`src/rtl/uart_rx_frame_engine.sv`:
```
// Oversampled UART receiver: 2-flop line synchroniser, 3-sample majority vote per bit,
// configurable 5..MAX_BITS data bits with optional parity, break detection and a valid/ready output register.
module uart_rx_frame_engine #(
    parameter int MAX_BITS   = 8,
    parameter int OVERSAMPLE = 16
) (
    input  logic                pckl,
    input  logic                presetn,
    input  logic                baud_tick,
    input  logic                uartn_rxd,
    input  logic                loop,
    input  logic                loop_txd,
    input  logic                rx_enable,
    input  logic [3:0]          data_len,
    input  logic                pen,
    input  logic                eps,
    input  logic                sp,
    output logic [MAX_BITS-1:0] rx_data,
    output logic                rx_valid,
    input  logic                rx_ready,
    output logic                parity_error,
    output logic                frame_error,
    output logic                break_det,
    output logic                overrun,
    output logic                rx_busy
);
    localparam int PW = $clog2(OVERSAMPLE);
    localparam logic [PW-1:0] PH_LAST = PW'(OVERSAMPLE - 1);
    localparam logic [PW-1:0] PH_A    = PW'(OVERSAMPLE / 2 - 1);
    localparam logic [PW-1:0] PH_B    = PW'(OVERSAMPLE / 2);
    localparam logic [PW-1:0] PH_C    = PW'(OVERSAMPLE / 2 + 1);
    localparam logic [3:0]    LEN_MAX = 4'(MAX_BITS);

    typedef enum logic [2:0] {IDLE, START, DATA, PARITY, STOP, BRKWAIT} state_t;
    state_t state, state_nxt;

    logic                sync_p0, sync_p1, src, src_prev;
    logic [PW-1:0]       phase;
    logic [3:0]          bit_cnt, len_l;
    logic                pen_l, eps_l, sp_l;
    logic                samp_a, samp_b, any_one, perr_l;
    logic [MAX_BITS-1:0] shreg;
    logic                vote_now, vote, start_ok, frame_done, xfer;

    function automatic logic [3:0] clamp_len(input logic [3:0] v);
        if (v < 4'd5)    return 4'd5;
        if (v > LEN_MAX) return LEN_MAX;
        return v;
    endfunction

    function automatic logic maj3(input logic a, input logic b, input logic c);
        return (a & b) | (a & c) | (b & c);
    endfunction

    function automatic logic par_exp(input logic s, input logic e, input logic [MAX_BITS-1:0] d);
        return s ? ~e : (e ? ^d : ~^d);
    endfunction

    // Line synchroniser; loop_txd is an internal, already-synchronous source.
    always_ff @(posedge pckl) begin
        if (!presetn) begin
            sync_p0  <= 1'b1;
            sync_p1  <= 1'b1;
            src_prev <= 1'b1;
        end else begin
            sync_p0  <= uartn_rxd;
            sync_p1  <= sync_p0;
            src_prev <= src;
        end
    end

    assign src      = loop ? loop_txd : sync_p1;
    assign vote_now = baud_tick && (phase == PH_C) && (state != IDLE);
    assign vote     = maj3(samp_a, samp_b, src);
    assign xfer     = rx_valid && rx_ready;

    always_ff @(posedge pckl) begin
        if (!presetn) state <= IDLE;
        else          state <= state_nxt;
    end

    always_comb begin
        state_nxt = state;
        case (state)
            IDLE:    if (rx_enable && src_prev && !src) state_nxt = START;
            START:   if (vote_now) state_nxt = vote ? IDLE : DATA;
            DATA:    if (vote_now && bit_cnt == len_l - 4'd1) state_nxt = pen_l ? PARITY : STOP;
            PARITY:  if (vote_now) state_nxt = STOP;
            STOP:    if (vote_now) state_nxt = (!any_one && !vote) ? BRKWAIT : IDLE;
            BRKWAIT: if (vote_now && vote) state_nxt = IDLE;
            default: state_nxt = IDLE;
        endcase
        if (!rx_enable) state_nxt = IDLE;
    end

    always_comb begin
        rx_busy    = (state != IDLE);
        start_ok   = (state == START) && vote_now && !vote && rx_enable;
        frame_done = (state == STOP) && vote_now && rx_enable;
    end

    // Phase restarts at the detected falling edge; the bit count is bounded by the latched length.
    always_ff @(posedge pckl) begin
        if (!presetn || state == IDLE || state_nxt == IDLE) begin
            phase   <= '0;
            bit_cnt <= '0;
        end else begin
            if (baud_tick) phase <= (phase == PH_LAST) ? '0 : phase + PW'(1);
            if (state == DATA && vote_now) bit_cnt <= bit_cnt + 4'd1;
        end
    end

    always_ff @(posedge pckl) begin
        if (baud_tick && phase == PH_A) samp_a <= src;
        if (baud_tick && phase == PH_B) samp_b <= src;
        if (start_ok) begin
            len_l   <= clamp_len(data_len);
            pen_l   <= pen;
            eps_l   <= eps;
            sp_l    <= sp;
            shreg   <= '0;
            any_one <= 1'b0;
            perr_l  <= 1'b0;
        end
        if (state == DATA && vote_now) begin
            for (int i = 0; i < MAX_BITS; i++)
                if (bit_cnt == 4'(i)) shreg[i] <= vote;
            any_one <= any_one | vote;
        end
        if (state == PARITY && vote_now) begin
            perr_l  <= (vote != par_exp(sp_l, eps_l, shreg));
            any_one <= any_one | vote;
        end
    end

    // Output holding register: a frame completing against a stalled consumer is dropped.
    always_ff @(posedge pckl) begin
        if (!presetn) begin
            rx_data      <= '0;
            rx_valid     <= 1'b0;
            parity_error <= 1'b0;
            frame_error  <= 1'b0;
            break_det    <= 1'b0;
            overrun      <= 1'b0;
        end else begin
            if (frame_done && (!rx_valid || rx_ready)) begin
                rx_data      <= shreg;
                rx_valid     <= 1'b1;
                parity_error <= perr_l;
                frame_error  <= !vote;
                break_det    <= !any_one && !vote;
            end else if (xfer) begin
                rx_valid <= 1'b0;
            end
            if (xfer)                                    overrun <= 1'b0;
            else if (frame_done && rx_valid && !rx_ready) overrun <= 1'b1;
        end
    end
endmodule

```
`config.mk`:
```
export PLATFORM = sky130hd
export DESIGN_NAME = uart_rx_frame_engine
export DESIGN_NICKNAME = d
export VERILOG_FILES = /design/src/rtl/uart_rx_frame_engine.sv
export SDC_FILE = /design/constraint.sdc
export NUM_CORES = 1
export LEC_CHECK = 0
export BUFFER_PORTS_ARGS = -buffer_cell sky130_fd_sc_hd__buf_4
export CAP_MARGIN = 20
export CORE_UTILIZATION = 44
export CTS_CLUSTER_DIAMETER = 30
export CTS_CLUSTER_SIZE = 12
export DETAILED_ROUTE_END_ITERATION = 12
export GPL_ROUTABILITY_DRIVEN = 0
export MAX_ROUTING_LAYER = met4
export SLEW_MARGIN = 20
export SYNTH_ARGS = -nofsm -noshare
export SYNTH_HDL_FRONTEND = slang
export SYNTH_SLANG_ARGS = --single-unit
```
`constraint.sdc`:
```
create_clock -name pckl -period 3.6 [get_ports pckl]
set_clock_uncertainty 0.1 [all_clocks]
set_input_delay 0.54 -clock pckl [delete_from_list [all_inputs] [get_ports pckl]]
set_output_delay 0.54 -clock pckl [all_outputs]
set_load 0.02 [all_outputs]
```
* Word-level counts from Yosys, hierarchy flattened
Cells that the tools add are included.
Word-level totals: output and inout port bits 14, memory bits (read-only) 0, bits in latches 0, flip-flop bits (word level) 46, word-level logic and storage cells 131, memories 0, input port bits 15, memory bits (writable) 0
Operators by class: eq/ne operators 18, multiply operators 0, bitwise gates (word level) 8, mux-type cells 40, order comparisons 2, reduce and logical (&&, ||, !) cells 39, divide/modulo/power cells 0, add/sub/neg operators 3, shifts and indexed selects 0
Operator list (count):
- 2-to-1 mux 3 bit | 9
- 2-to-1 mux 1 bit | 22
- equality test 4 x 3 -> 1 bit, second input constant | 5
- logical AND 1 bit | 20
- 2-to-1 mux 4 bit | 5
- one-hot mux 3 bit (6 select lines) | 1
- 2-to-1 mux 8 bit | 2
- equality test 4 bit, second input constant | 3
- adder 4 x 1 -> 4 bit, second input constant | 2
- equality test 4 x 2 -> 1 bit, second input constant | 2
- XNOR reduction 8 bit | 1
- parity 8 bit | 1
- equality test 3 x 2 -> 1 bit, second input constant | 2
- equality test 3 bit, second input constant | 2
- zero test 1 bit | 6
- zero test 3 bit | 2
- nonzero test 3 bit | 2
- equality test 4 x 1 -> 1 bit, second input constant | 1
- equality test 4 bit | 1
- > comparator 4 bit, second input constant | 1
- zero test 4 bit | 1
- < comparator 4 x 3 -> 1 bit, second input constant | 1
- nonzero test 2 bit | 2
- subtractor 4 x 1 -> 4 bit, second input constant | 1
- other kinds (8) | 15

* Longest topological paths before layout
depth in word-level cells 12, gate-level depth with buffers 10, gate-level depth less buffers 8

* Worst setup path before layout
Ideal clock, no wire load.
kind input to register, start input loop, end register phase[1], slack 1.142 ns, path buffers 1, setup time 0.104 ns, data arrival time 2.255 ns, stages 8, required time 3.396 ns, cells stage by stage mux2i_2 inv_2 maj3_2 o41ai_2 a41o_2 and4b_4 buf_6 a2111oi_2
On the way: cells in the longest elaborated chain, start to end 12, elaborated cells between the ends (all ways) 20, classes of those cells mux (9); bitwise (4); reduce/logical (7)
Ends and longest elaborated chain:
- start, declared | line 11 | input logic loop,
- 2-to-1 mux 1 bit (*) | line 72 | assign src = loop ? loop_txd : sync_p1;
- via src | line 37 | logic sync_p0, sync_p1, src, src_prev;
- AND 1 bit | line 52 | return (a & b) | (a & c) | (b & c);
- OR 1 bit (2 in a row) | line 52
- zero test 1 bit | line 89 | STOP: if (vote_now) state_nxt = (!any_one && !vote) ? BRKWAIT : IDLE;
- logical AND 1 bit | line 89
- 2-to-1 mux 3 bit (2 in a row) | line 89
- one-hot mux 3 bit (6 select lines) (*) | line 84 | case (state)
- 2-to-1 mux 3 bit (*) | line 93 | if (!rx_enable) state_nxt = IDLE;
- zero test 3 bit (*) | line 104 | if (!presetn || state == IDLE || state_nxt == IDLE) begin
- logical OR 1 bit (*) | line 104
- end signal, assigned | line 108 | if (baud_tick) phase <= (phase == PH_LAST) ? '0 : phase + PW'(1);
- end, declared | line 38 | logic [PW-1:0] phase;
Mark *: on every way through the listed nets, which the timed path passes. The rest lies on a longest branch. A chain may end at the register's enable or synchronous reset.

* Final worst setup path
start register phase[1], end register frame_error
On the way: cells in the longest elaborated chain, start to end 6
Ends and longest elaborated chain:
- equality test 4 bit | line 73 | assign vote_now = baud_tick && (phase == PH_C) && (state != IDLE);
- logical AND 1 bit (2 in a row) | line 73
- logical AND 1 bit (2 in a row) | line 99 | frame_done = (state == STOP) && vote_now && rx_enable;
- logical AND 1 bit | line 146 | if (frame_done && (!rx_valid || rx_ready)) begin
- end signal, assigned | line 150 | frame_error <= !vote;
- end, declared | line 22 | output logic frame_error,
Every way passes these cells.

==> impl_metrics.csv <==
group,metric,value,unit
run_status,status,"complete, no violations",
global_routing,gr-total-overflow,0,
yosys,synth_seq_area_share,44.0,%
sta,fmax,382,MHz
place,io_buffer_count,28,
floorplanning,boundaryPins,29,
detailed_routing,drt_iter0_drc,67,
yosys,yosysMostFrequentCell,"dfxtp_1",
sta,min_period_over_period,72.7,%
job,max_cap_violations,0,
yosys,yosys.area_share.simple,18.8,%
floorplanning,dieArea,5620,um2
cts,clockRootBuffer,"clkbuf_8",
cts,htreeDepth,2,
yosys,ys.flop_type,"dfxtp_1",
yosys,yosysTopAreaCell,"dfxtp_1",
final_layout,drive_gt1_share,18.4,%
worst_setup_path,setup.worst_path.start_class,"flip-flop",
yosys,synth_top_family_by_area,"simple AND/OR/NAND/NOR gates",
yosys,syn_area_per_cell,9.57,um2
place,dpl.hpwl,3250,um
detailed_routing,finalWirelength,4420,um
yosys,synthArstFlopShare,0,%
global_routing,grt_max_degree,19,
power_and_ir_drop,irDropWorstVdd,0.000190,V
cts,cts.sinks,46,
cts,clockBufferDepth,2,
floorplanning,core,5110,um2
power_and_ir_drop,p_sw,194,uW
yosys,synth_top_area_share,29.9,%
yosys,synth_xor_area_share,7.10,%
yosys,synth_cells,245,
detailed_routing,firstDrtPassIters,4,
global_routing,grt_pass1_wl,7180,um
final_layout,antenna_cells,0,
global_routing,antenna_found_initial,0,
detailed_routing,routed_via_density,5.25,
cts,numCtsBuffers,5,
yosys,ys_types,49,
worst_setup_path,cp_top_family,"simple AND/OR/NAND/NOR gates",
sta,relSlewSlack,49.4,%
sta,period_minus_slack,2.62,ns
power_and_ir_drop,p_comb_share,4.2,%
worst_hold_path,min_path_type,"flip-flop to flip-flop",
yosys,synthMuxAreaShare,5.71,%
final_layout,syn2layout_area_growth,16.0,%
yosys,ys_ff_latch,46,
cts,postCtsSetupBuffers,0,
worst_setup_path,worst-path-max-fanout,12,
floorplanning,die_w,75.0,um
worst_setup_path,cp_cell_sequence,"inv_1, ha_1, nand4b_1, nor3_1, nand3_1, nand2_1, o21ai_0, and2_1",
worst_setup_path,worst-path-buf-inv,1,
floorplanning,initial_core_util,45.9,%
sta,rsz0062_at_grt,"no",
worst_setup_path,cp_data_required_time,3.70,ns
cts,cts_tree,"yes",
power_and_ir_drop,p_int,748,uW
yosys,synth_top_cells_by_area,"dfxtp_1 (30%), edfxtp_1 (14%), xnor2_1 (5.6%)",
sta,worst_pin_slew,0.760,ns
power_and_ir_drop,switching_share,20.6,%
sta,fin_worst_hold_slack,0.314,ns
power_and_ir_drop,powerDensity,346,nW/um2
worst_setup_path,critPathMaxStageDelay,0.59,ns
yosys,ys_warn_count,0,
floorplanning,rows,26,
final_layout,post-route-util,53.2,%
yosys,synth-edff-count,11,
final_layout,fin_cells,342,
final_layout,fin_nets,294,
sta,setup_viol,0,
power_and_ir_drop,seq_power_share,56.3,%
power_and_ir_drop,p_leak,1.12,nW
detailed_routing,wl_per_cell,12.9,um
yosys,syn-cell-area,2340,um2
cts,clkTransAtPathRegs,0.09,ns
sta,maxSlewViolCount,0,
floorplanning,die_y,75.0,um
yosys,syn_nets,268,
yosys,synth_compound_area_share,15.5,%
worst_setup_path,cp_data_arrival_time,2.71,ns
worst_setup_path,end_kind,"flip-flop",
power_and_ir_drop,p_total,941,uW
detailed_routing,drc,0,
yosys,synthTopCellsByCount,"dfxtp_1 (35), nand2_1 (23), a21oi_1 (18)",
detailed_routing,vias,1795,
place,place_inst,334,
yosys,synth_fa_ha_area_share,4.75,%
cts,clkLatencyLatePin,0.29,ns
sta,hold_violations,0,
power_and_ir_drop,p_clk_share,39.4,%
global_routing,grtUsageTotal,17.4,%
worst_setup_path,cpMaxStageDelayCell,"nand3_1",
cts,cts_resized,0,
detailed_routing,antenna_left,0,
cts,postCtsHoldBufs,0,
sta,setup_tns,0,ns
worst_setup_path,path_class,"flip-flop to flip-flop",
global_routing,grt_pass1_vias,1590,
## per-stage QoR
step	cell area, um2	setup WS (ns)
6_report	2720	0.985
3_5_place_dp	2610	0.880
5_1_grt	2720	0.675
2_1_floorplan	2340	1.14
3_3_place_gp	2610	0.974
4_1_cts	2720	0.961
## final cells by class
type	instances	area, um2
Fill cell	502	2390
Sequential cell	46	1030
Tap cell	70	87.6
Multi-Input combinational cell	176	1220
Timing Repair Buffer	30	225
Clock buffer	8	111
Inverter	12	45.0
## cells in the final DEF, fill, tap and decap left out, types with 2 or more instances in the layout
| cell | instances |
|---|---|
| buf_4 | 30 |
| xnor2_1 | 15 |
| mux2i_1 | 12 |
| a21o_1 | 3 |
| ha_1 | 8 |
| nand3_1 | 6 |
| nor2b_1 | 11 |
| nand2b_1 | 4 |
| clkbuf_8 | 6 |
| xor2_1 | 4 |
| and3_1 | 3 |
| a31oi_1 | 7 |
| nand4_1 | 2 |
| nor3_1 | 6 |
| nand2_1 | 23 |
| nor3b_1 | 2 |
| o21ai_0 | 6 |
| edfxtp_1 | 11 |
| a21oi_1 | 18 |
| a31o_2 | 4 |
| and4b_1 | 2 |
| inv_1 | 11 |
| o21a_1 | 2 |
| nor2_1 | 17 |
| dfxtp_1 | 35 |
## worst paths after layout
path,startpoint,endpoint,slack [ns],depth (start not counted)
setup / recovery,phase[1]$_SDFFE_PP0P_,frame_error$_SDFFE_PN0P_,0.98,8
hold / removal,sync_p0$_SDFF_PN1_,sync_p1$_SDFF_PN1_,0.31,1
setup reg to reg,phase[1]$_SDFFE_PP0P_,frame_error$_SDFFE_PN0P_,0.98,8
hold reg to reg,sync_p0$_SDFF_PN1_,sync_p1$_SDFF_PN1_,0.31,1
## power groups by stage
stage	Clock (mW)	Combinational, mW	Sequential (mW)
after global placement	0	0.0399	0.542
after global routing	0.395	0.0438	0.531
after CTS	0.377	0.0405	0.530
final	0.371	0.0398	0.530
after floorplan	0	0.0240	0.542
after detailed placement	0	0.0403	0.542
## registers in the layout, summed over array words and instances, names as in the netlist, 3 cells and up
register,flops
bit_cnt,4
len_l,4
phase,4
rx_data,8
shreg,8
state,3
## cells by family (layout without fill, tap and decap cells)
group,Yosys count,after routing
fa+ha+maj,9,9
flops,46,46
mux,13,13
buf+inv,23,50
xor+xnor,19,19
simple gates,84,84
compound gates,51,51
## worst register-to-register path: cells and delay by family, from the launching register on
kind | cells | cell delay [ns]
flip-flops | 1 | 0.34
AND/OR/NAND/NOR | 5 | 1.73
buffers and inverters | 1 | 0.10
AO/OA/AOI/OAI | 1 | 0.09
adder cells (fa/ha/maj) | 1 | 0.17
## routing by layer
metal	GRT usage [%]	vias up	routed length (um)
met5	-	-	0
met4	6.08	0	51
met3	3.35	4	147
met2	26.3	40	1940
met1	23.3	838	2280
li1	-	913	-
Power figures use the tool's default switching activity.
